==> src/rtl/mult_div_unit.sv <==
// Iterative unsigned MULTU/DIVU unit with HI/LO result registers.
// Shift-add multiply and restoring divide, one bit per cycle.
module mult_div_unit #(
    parameter int WIDTH = 32
) (
    input  logic             clk,
    input  logic             reset,
    input  logic             start_i,
    input  logic [1:0]       op_i,
    input  logic [WIDTH-1:0] a_i,
    input  logic [WIDTH-1:0] b_i,
    input  logic             mthi_i,
    input  logic             mtlo_i,
    output logic [WIDTH-1:0] hi_o,
    output logic [WIDTH-1:0] lo_o,
    output logic             busy_o,
    output logic             done_o
);

    localparam int CW = $clog2(WIDTH) + 1;

    typedef enum logic [1:0] {
        IDLE,
        MUL,
        DIV,
        DONE
    } state_t;

    state_t state;
    state_t state_nxt;

    logic [CW-1:0]      cnt;
    logic [2*WIDTH-1:0] acc;
    logic [2*WIDTH-1:0] mcand;
    logic [2*WIDTH-1:0] acc_nxt;
    logic [WIDTH-1:0]   mplier;
    logic [WIDTH-1:0]   quot;
    logic [WIDTH-1:0]   dvsr;
    logic [WIDTH-1:0]   rem;
    logic [WIDTH-1:0]   rem_nxt;
    logic [WIDTH-1:0]   quot_nxt;
    logic [WIDTH-1:0]   hi;
    logic [WIDTH-1:0]   lo;
    logic [WIDTH:0]     shifted;
    logic [WIDTH:0]     diff;
    logic               dz;
    logic               open;
    logic               accept;
    logic               last;
    logic               busy;
    logic               done;

    assign open   = (state == IDLE) || (state == DONE);
    assign accept = open && start_i && !op_i[1];
    assign last   = (cnt == CW'(WIDTH - 1));

    // Multiply step: add the shifted multiplicand when the multiplier LSB is set.
    assign acc_nxt = mplier[0] ? acc + mcand : acc;

    // Restoring divide step: keep the trial difference only if it is non-negative.
    assign shifted  = {rem, quot[WIDTH-1]};
    assign diff     = shifted - {1'b0, dvsr};
    assign rem_nxt  = diff[WIDTH] ? shifted[WIDTH-1:0] : diff[WIDTH-1:0];
    assign quot_nxt = {quot[WIDTH-2:0], ~diff[WIDTH]};

    // State register.
    always_ff @(posedge clk) begin
        if (!reset) begin
            state <= IDLE;
        end else begin
            state <= state_nxt;
        end
    end

    // Next-state and status decode.
    always_comb begin
        state_nxt = state;
        busy      = 1'b0;
        done      = 1'b0;
        unique case (state)
            IDLE: begin
                if (accept) begin
                    state_nxt = op_i[0] ? DIV : MUL;
                end
            end
            MUL: begin
                busy = 1'b1;
                if (last) begin
                    state_nxt = DONE;
                end
            end
            DIV: begin
                busy = 1'b1;
                if (dz || last) begin
                    state_nxt = DONE;
                end
            end
            DONE: begin
                done      = 1'b1;
                state_nxt = IDLE;
                if (accept) begin
                    state_nxt = op_i[0] ? DIV : MUL;
                end
            end
            default: state_nxt = IDLE;
        endcase
    end

    // Operand capture, iteration datapath and HI/LO commit.
    always_ff @(posedge clk) begin
        if (!reset) begin
            cnt    <= '0;
            acc    <= '0;
            mcand  <= '0;
            mplier <= '0;
            quot   <= '0;
            dvsr   <= '0;
            rem    <= '0;
            dz     <= 1'b0;
            hi     <= '0;
            lo     <= '0;
        end else if (accept) begin
            cnt    <= '0;
            acc    <= '0;
            mcand  <= {{WIDTH{1'b0}}, a_i};
            mplier <= b_i;
            quot   <= a_i;
            dvsr   <= b_i;
            rem    <= '0;
            dz     <= op_i[0] && (b_i == '0);
        end else if (state == MUL) begin
            acc    <= acc_nxt;
            mcand  <= mcand << 1;
            mplier <= mplier >> 1;
            cnt    <= cnt + 1'b1;
            if (last) begin
                {hi, lo} <= acc_nxt;
            end
        end else if (state == DIV) begin
            if (dz) begin
                hi <= quot;
                lo <= '1;
            end else begin
                rem  <= rem_nxt;
                quot <= quot_nxt;
                cnt  <= cnt + 1'b1;
                if (last) begin
                    hi <= rem_nxt;
                    lo <= quot_nxt;
                end
            end
        end else if (open) begin
            if (mthi_i) begin
                hi <= a_i;
            end
            if (mtlo_i) begin
                lo <= a_i;
            end
        end
    end

    assign hi_o   = hi;
    assign lo_o   = lo;
    assign busy_o = busy;
    assign done_o = done;

endmodule
==> config.mk <==
export PLATFORM = sky130hd
export DESIGN_NAME = mult_div_unit
export DESIGN_NICKNAME = d
export VERILOG_FILES = /design/src/rtl/mult_div_unit.sv
export SDC_FILE = /design/constraint.sdc
export NUM_CORES = 1
export LEC_CHECK = 0
export ABC_AREA = 1
export CAP_MARGIN = 15
export CORE_MARGIN = 2
export CORE_UTILIZATION = 61
export DETAILED_ROUTE_END_ITERATION = 16
export PLACE_DENSITY = 0.86
export RECOVER_POWER = 50
export SYNTH_ARGS = -nofsm -noshare
export SYNTH_HDL_FRONTEND = slang
export SYNTH_SLANG_ARGS = --single-unit
==> constraint.sdc <==
create_clock -name clk -period 3 [get_ports clk]
set_clock_uncertainty 0.1 [all_clocks]
set_input_delay 0.6 -clock clk [delete_from_list [all_inputs] [get_ports clk]]
set_output_delay 0.6 -clock clk [all_outputs]
set_load 0.02 [all_outputs]
After elaboration in Yosys (flattened, before gate mapping) --
Cells that the tools add are included.
Operators by class: add/sub/neg operators 3, $mul 0, divide/modulo/power cells 0, order comparisons 0, equality and inequality tests 11, shifts and indexed selects 0, mux-type cells 35, bitwise gates (word level) 5, reductions and logical operators 22
Operator list (number):
- $mux W32 | 23
- $add A64 B64 Y64 | 1
- $mux W64 | 1
- $sub A33 B32 Y33 | 1
- $logic_not A32 Y1 | 1
- $mux W6 | 3
- $mux W2 | 5
- $reduce_and A5 Y1 | 2
- $reduce_and A3 Y1 | 3
- $reduce_bool A3 Y1 | 3
- $ne A2 B2 Y1 const B | 4
- $pmux W2 S4 | 1
- $add A6 B1 Y6 const B | 1
- $eq A6 B5 Y1 const B | 1
- $reduce_bool A2 Y1 | 3
- $not A1 Y1 | 5
- $eq A2 B2 Y1 const B | 2
- $ne A2 B1 Y1 const B | 2
- $reduce_or A2 Y1 | 2
- $logic_and A1 B1 Y1 | 3
- $ne A3 B3 Y1 const B | 1
- $eq A2 B1 Y1 const B | 1
- $logic_not A2 Y1 | 1
- $logic_or A1 B1 Y1 | 2
- 3 further kinds | 4
Storage, ports and cells: register bits 329, bits in latches 0, memory bits (writable) 0, memory bits (read-only) 0, bits of input ports 71, output and inout port bits 66, memories kept 0

Depth between registers and ports, before layout --
depth in word-level cells 6, depth in mapped cells 21, gate-level depth less buffers 20

Worst setup path before layout --
OpenSTA, ideal clock, no wires.
path type reg-to-reg, start point register quot[31], end point register rem[22], arrival 2.193 ns, data required time 2.789 ns, slack 0.596 ns, cell stages (with the launch flop) 20, buffers on the path 1, clock period less this slack 2.404 ns, cell sequence dfxtp_1 -> inv_1 -> ha_1 -> fa_1 -> inv_1 -> nand3_1 -> nand2_1 -> nand2_1 -> nand2_2 -> nand2_2 -> nand2_4 -> nand2_4 -> nand2_4 -> nand2_2 -> nand2_4 -> buf_4 -> nand2_1 -> a21oi_1 -> nand3b_1 -> inv_1
On the way: cells in the longest elaborated chain, start to end 2
Ends and longest elaborated chain:
- start: declaration | RTL line 37 | logic [WIDTH-1:0] quot;
- start signal: assignment | RTL line 127 | quot <= a_i;
- start signal: assignment | RTL line 145 | quot <= quot_nxt;
- $sub A33 B32 Y33 | RTL line 62 | assign diff = shifted - {1'b0, dvsr};
- $mux W32 | RTL line 63 | assign rem_nxt = diff[WIDTH] ? shifted[WIDTH-1:0] : diff[WIDTH-1:0];
- end signal: assignment | RTL line 144 | rem <= rem_nxt;
- end: declaration | RTL line 39 | logic [WIDTH-1:0] rem;
No other way between the ends. A chain may end at the register's enable or synchronous reset.

Worst setup path in the final report --
start point register quot[31], end point register hi[11], in the netlist hi_o[11]
On the way: cells in the longest elaborated chain, start to end 6
Ends and longest elaborated chain:
- $sub A33 B32 Y33 | RTL line 62
- $mux W32 | RTL line 63
- $mux W32 | RTL line 147 | if (last) begin
- $mux W32 | RTL line 140 | if (dz) begin
- $mux W32 | RTL line 139 | end else if (state == DIV) begin
- $mux W32 | RTL line 131 | end else if (state == MUL) begin
- end signal: assignment | RTL line 137 | {hi, lo} <= acc_nxt;
- end signal: assignment | RTL line 141 | hi <= quot;
- end signal: assignment | RTL line 148 | hi <= rem_nxt;
- end: declaration | RTL line 42 | logic [WIDTH-1:0] hi;
No other way between the ends. The select of a mux whose other input is x is not followed.

==> metrics.md <==
| Metric | Value |
|---|---|
| Outcome | `finished, final reports clean` |
| Ys async rst share | `0` |
| Comb pwr share | `0.609` |
| GRT Max-Usage Layer | `met2` |
| Largest delay contributor family on the critical path | `simple AND/OR/NAND/NOR gates` |
| First-pass GRT wire length | `131 mm` |
| Synthesized area per cell | `5.95 um2` |
| Post-synthesis mux area share | `0` |
| Total Die Area | `38300 um2` |
| Hold Violations, Final | `0` |
| Initial Util | `0.616` |
| Pwr Total | `29100 uW` |
| Syn. warnings | `0` |
| Adder-Cell Fraction of Synth Area | `0.0576` |
| Sw Share | `0.519` |
| Setup-failing EPs final | `0` |
| Crit path launch | `quot[31]` |
| Placement row count | `70` |
| Area Overhead vs Synth | `16.2%` |
| Clock power frac | `0.168` |
| Reg2reg path depth | `19` |
| Internal power | `14000 uW` |
| # IOs | `137` |
| Sequential area share after synthesis | `0.294` |
| Critical-path cell list | `inv_1, ha_2, fa_2, inv_1, nand3_1, nand2_1, nand2_1, nand2_2, nand2_2, nand2_4, nand2_4, nand2_4, nand2_2, nand2_8, nand2_1, nand3_1, nand2_1, nand2_2, a21oi_1` |
| Antenna Nets Post-Route | `0` |
| Hold slack | `369 ps` |
| Synth Flop Type | `dfxtp_1` |
| Synth area leaders | `dfxtp_1 (29%), nand2_1 (22%), inv_1 (8.8%), a21oi_1 (6.9%), ha_1 (5.6%)` |
| Yosys top cell by area | `dfxtp_1` |
| Met1 GRT Util | `0.540` |
| Die height | `196 um` |
| Post-synthesis simple-gate area fraction | `0.340` |
| Power Dens Cells | `1120 nW/um2` |
| Post-synth cell types | `46` |
| Slowest stage delay, CP | `350 ps` |
| FF-to-FF End | `hi_o[11]` |
| Pin count of the biggest net entering global routing | `125` |
| Synth Area in XOR/XNOR | `0.0187` |
| Met3 GRT Util | `0.0832` |
| Core Region | `36400 um2` |
| Number of diodes | `0` |
| Fmax | `0.342 GHz` |
| Clk slew on worst S/H paths | `60 ps` |
| Critical path launch point type | `flip-flop` |
| CTS H-Tree Depth | `2` |
| Pre-CTS WS | `-22.1 ps` |
| Mapped Area | `22400 um2` |
| Root Buffer | `clkbuf_16` |
| Required @ worst endpoint | `3350 ps` |
| DRT Wirelength | `86.2 mm` |
| Total CTS buffers | `37` |
| Area of the multi-input gates | `13400 um2` |
| Finished Core Util | `0.715` |
| Storage element area | `6590 um2` |
| Worst Slack Setup Final | `78.0 ps` |
| Dpl hpwl | `66.4 mm` |
| Total congestion overflow | `0` |
| Fill cell count | `3212` |
| Largest family of logic cells by synthesized area | `simple AND/OR/NAND/NOR gates` |
| Leak | `0.0127 uW` |
| CP endpoint | `hi_o[11]` |
| Routed WL per cell | `19.7 um` |
| Iter 0 DRT Violations | `3101` |
| Fin nets | `4061` |
| M2 GR Usage | `0.694` |
| Total of max-cap violations | `0` |
| Post-synth EDFFs | `0` |
| Vias | `25454` |
| Syn nets | `3941` |
| CP Depth | `19` |
| Worst reg2reg startpoint | `quot[31]` |
| P_sw | `15100 uW` |
| CTS max path bufs | `3` |
| Worst VDD drop | `0.00115 V` |
| Post-synth top area share | `0.294` |
| Least-Margin Pin Slew | `823 ps` |
| Internal reg-to-reg setup slack | `80 ps` |
| Sequential power share | `0.222` |
| Die Wd | `196 um` |
| Hold crit path type | `reg -> reg` |
| Max_slew headroom | `0.451` |
| Register bit total from synthesis | `329` |
| Routed vias/inst | `5.81` |
| CTS tree | `done` |
| Vias in the first global route | `23356` |
| Fin. max-slew vios | `0` |
| CP max-delay cell | `dfxtp_1` |
| GRT Total Usage | `0.443` |
| Most common cell after layout, fill and taps aside | `nand2_1` |
| WS Path Type | `reg -> reg` |
| Post-synthesis instance total | `3768` |
| WP data arrival | `3270 ps` |
| Most frequent cells in the layout | `nand2_1 (1311), inv_1 (528), dfxtp_1 (328), nor2_1 (311), a21oi_1 (308)` |
| DRT Pass-1 Iters | `12` |
| CTS sink count | `329` |
| Drc violations | `0` |
| Compound-cell area share of the yosys netlist | `0.173` |
| Buf/Inv on CP | `2` |
| CP max FO | `17` |
| Buffers on Ports | `136` |
| Clock Latency Late Sink | `580 ps` |
| Layout cell share with drive strength beyond 1 | `0.0544` |
| Min cycle time layout | `2920 ps` |
| Hold buffer count at CTS | `0` |
| TNS Setup | `0 ps` |
| Post-route clock period utilization | `0.974` |
| Global placer's final weighted congestion | `1.07` |
| Initial antenna violation count | `2` |
| Setup crit end kind | `flip-flop` |
per-stage QoR:
step	cell area, um2	std cells
2_1_floorplan	22400	3768
3_5_place_dp	24600	4309
4_1_cts	25900	4372
3_3_place_gp	24600	4309
6_report	26100	4380
5_1_grt	26100	4380
cells by family after synthesis:
family | count (synthesis)
and+or+nand+nor | 1899
AOI/OAI and AO/OA | 705
buffers and inverters | 685
DFF | 329
adders and majority gates | 102
xor gates and xnor gates | 48
area by class of cell:
| class | count | area share |
|---|---|---|
| tap | 468 | 0.0225 |
| inverter | 537 | 0.0775 |
| clock inverter | 13 | 0.00763 |
| sequential | 329 | 0.253 |
| clock buffer | 50 | 0.0420 |
| multi-input combinational | 2756 | 0.513 |
| timing repair buffer | 227 | 0.0845 |
synthesized netlist by cell type (2+ instances only):
master	count
fa_1	2
xnor2_1	10
a21oi_2	6
a21oi_1	310
nor2_1	311
a31oi_1	116
inv_2	8
nand3_1	164
buf_4	3
buf_1	4
o21ai_0	189
nand3b_1	22
clkbuf_1	131
nand2_4	5
o21ai_1	5
o21bai_1	14
and2_1	5
inv_1	528
nand4_1	25
nand2_2	9
o22ai_1	31
nor4_1	8
dfxtp_1	329
buf_6	5
nand3_2	2
a21o_1	5
xor2_1	38
o221ai_1	9
nor2_2	2
nand2_1	1323
nor3_1	19
a221oi_1	2
o21a_1	11
ha_1	100
o211ai_1	2
buf_2	5
layer usage:
layer | up-vias | wire (um)
met5 | - | 31
met4 | 4 | 7800
met3 | 392 | 9070
met2 | 1542 | 37200
met1 | 11250 | 32100
li1 | 12266 | -
state kept, by name, indices dropped and copies added, names as in the netlist:
signal  cells
dvsr       32
mcand      64
mplier     32
quot       32
cnt         6
state       2
hi_o       32
lo_o       32
dz          1
rem        32
acc        64
worst reg2reg max path, stage by stage, from the launching register on:
cell and delay [ps]:
dfxtp_1 350, inv_1 80, ha_2 210, fa_2 350, inv_1 80, nand3_1 60
nand2_1 110, nand2_1 70, nand2_2 100, nand2_2 70, nand2_4 90, nand2_4 90
nand2_4 90, nand2_2 130, nand2_8 180, nand2_1 100, nand3_1 180, nand2_1 120
nand2_2 160, a21oi_1 100
power by group through the flow:
stage          Clock [uW]  Sequential (uW)  Combinational, uW
6_report             4890             6470              17700
5_1_grt              5060             6510              19200
4_1_cts              4900             6390              16400
3_5_place_dp            0             6470              16100
3_3_place_gp            0             6450              16000
2_1_floorplan           0             6560              10600
what timing repair did:
| action | in CTS | in global routing |
|---|---|---|
| endpoints found under the setup margin | 6 | 22 |
| pin swaps | 0 | 4 |
| setup buffers | 0 | 6 |
| cloned | 0 | 2 |
| gates resized for setup | 2 | 25 |
| endpoints found under the hold margin | 0 | 0 |
worst min-delay path by stage:
stage                   start   endpoint  slack, ps  cells past startpoint
CTS                 mplier[6]  mplier[5]        370                      2
global placement       cnt[1]     cnt[1]        350                      2
global route        mplier[7]  mplier[6]        400                      2
detailed placement  mplier[4]  mplier[3]        370                      2
finish              mplier[6]  mplier[5]        370                      2
floorplan              cnt[5]     cnt[5]        340                      2
Power figures use the tool's default switching activity.
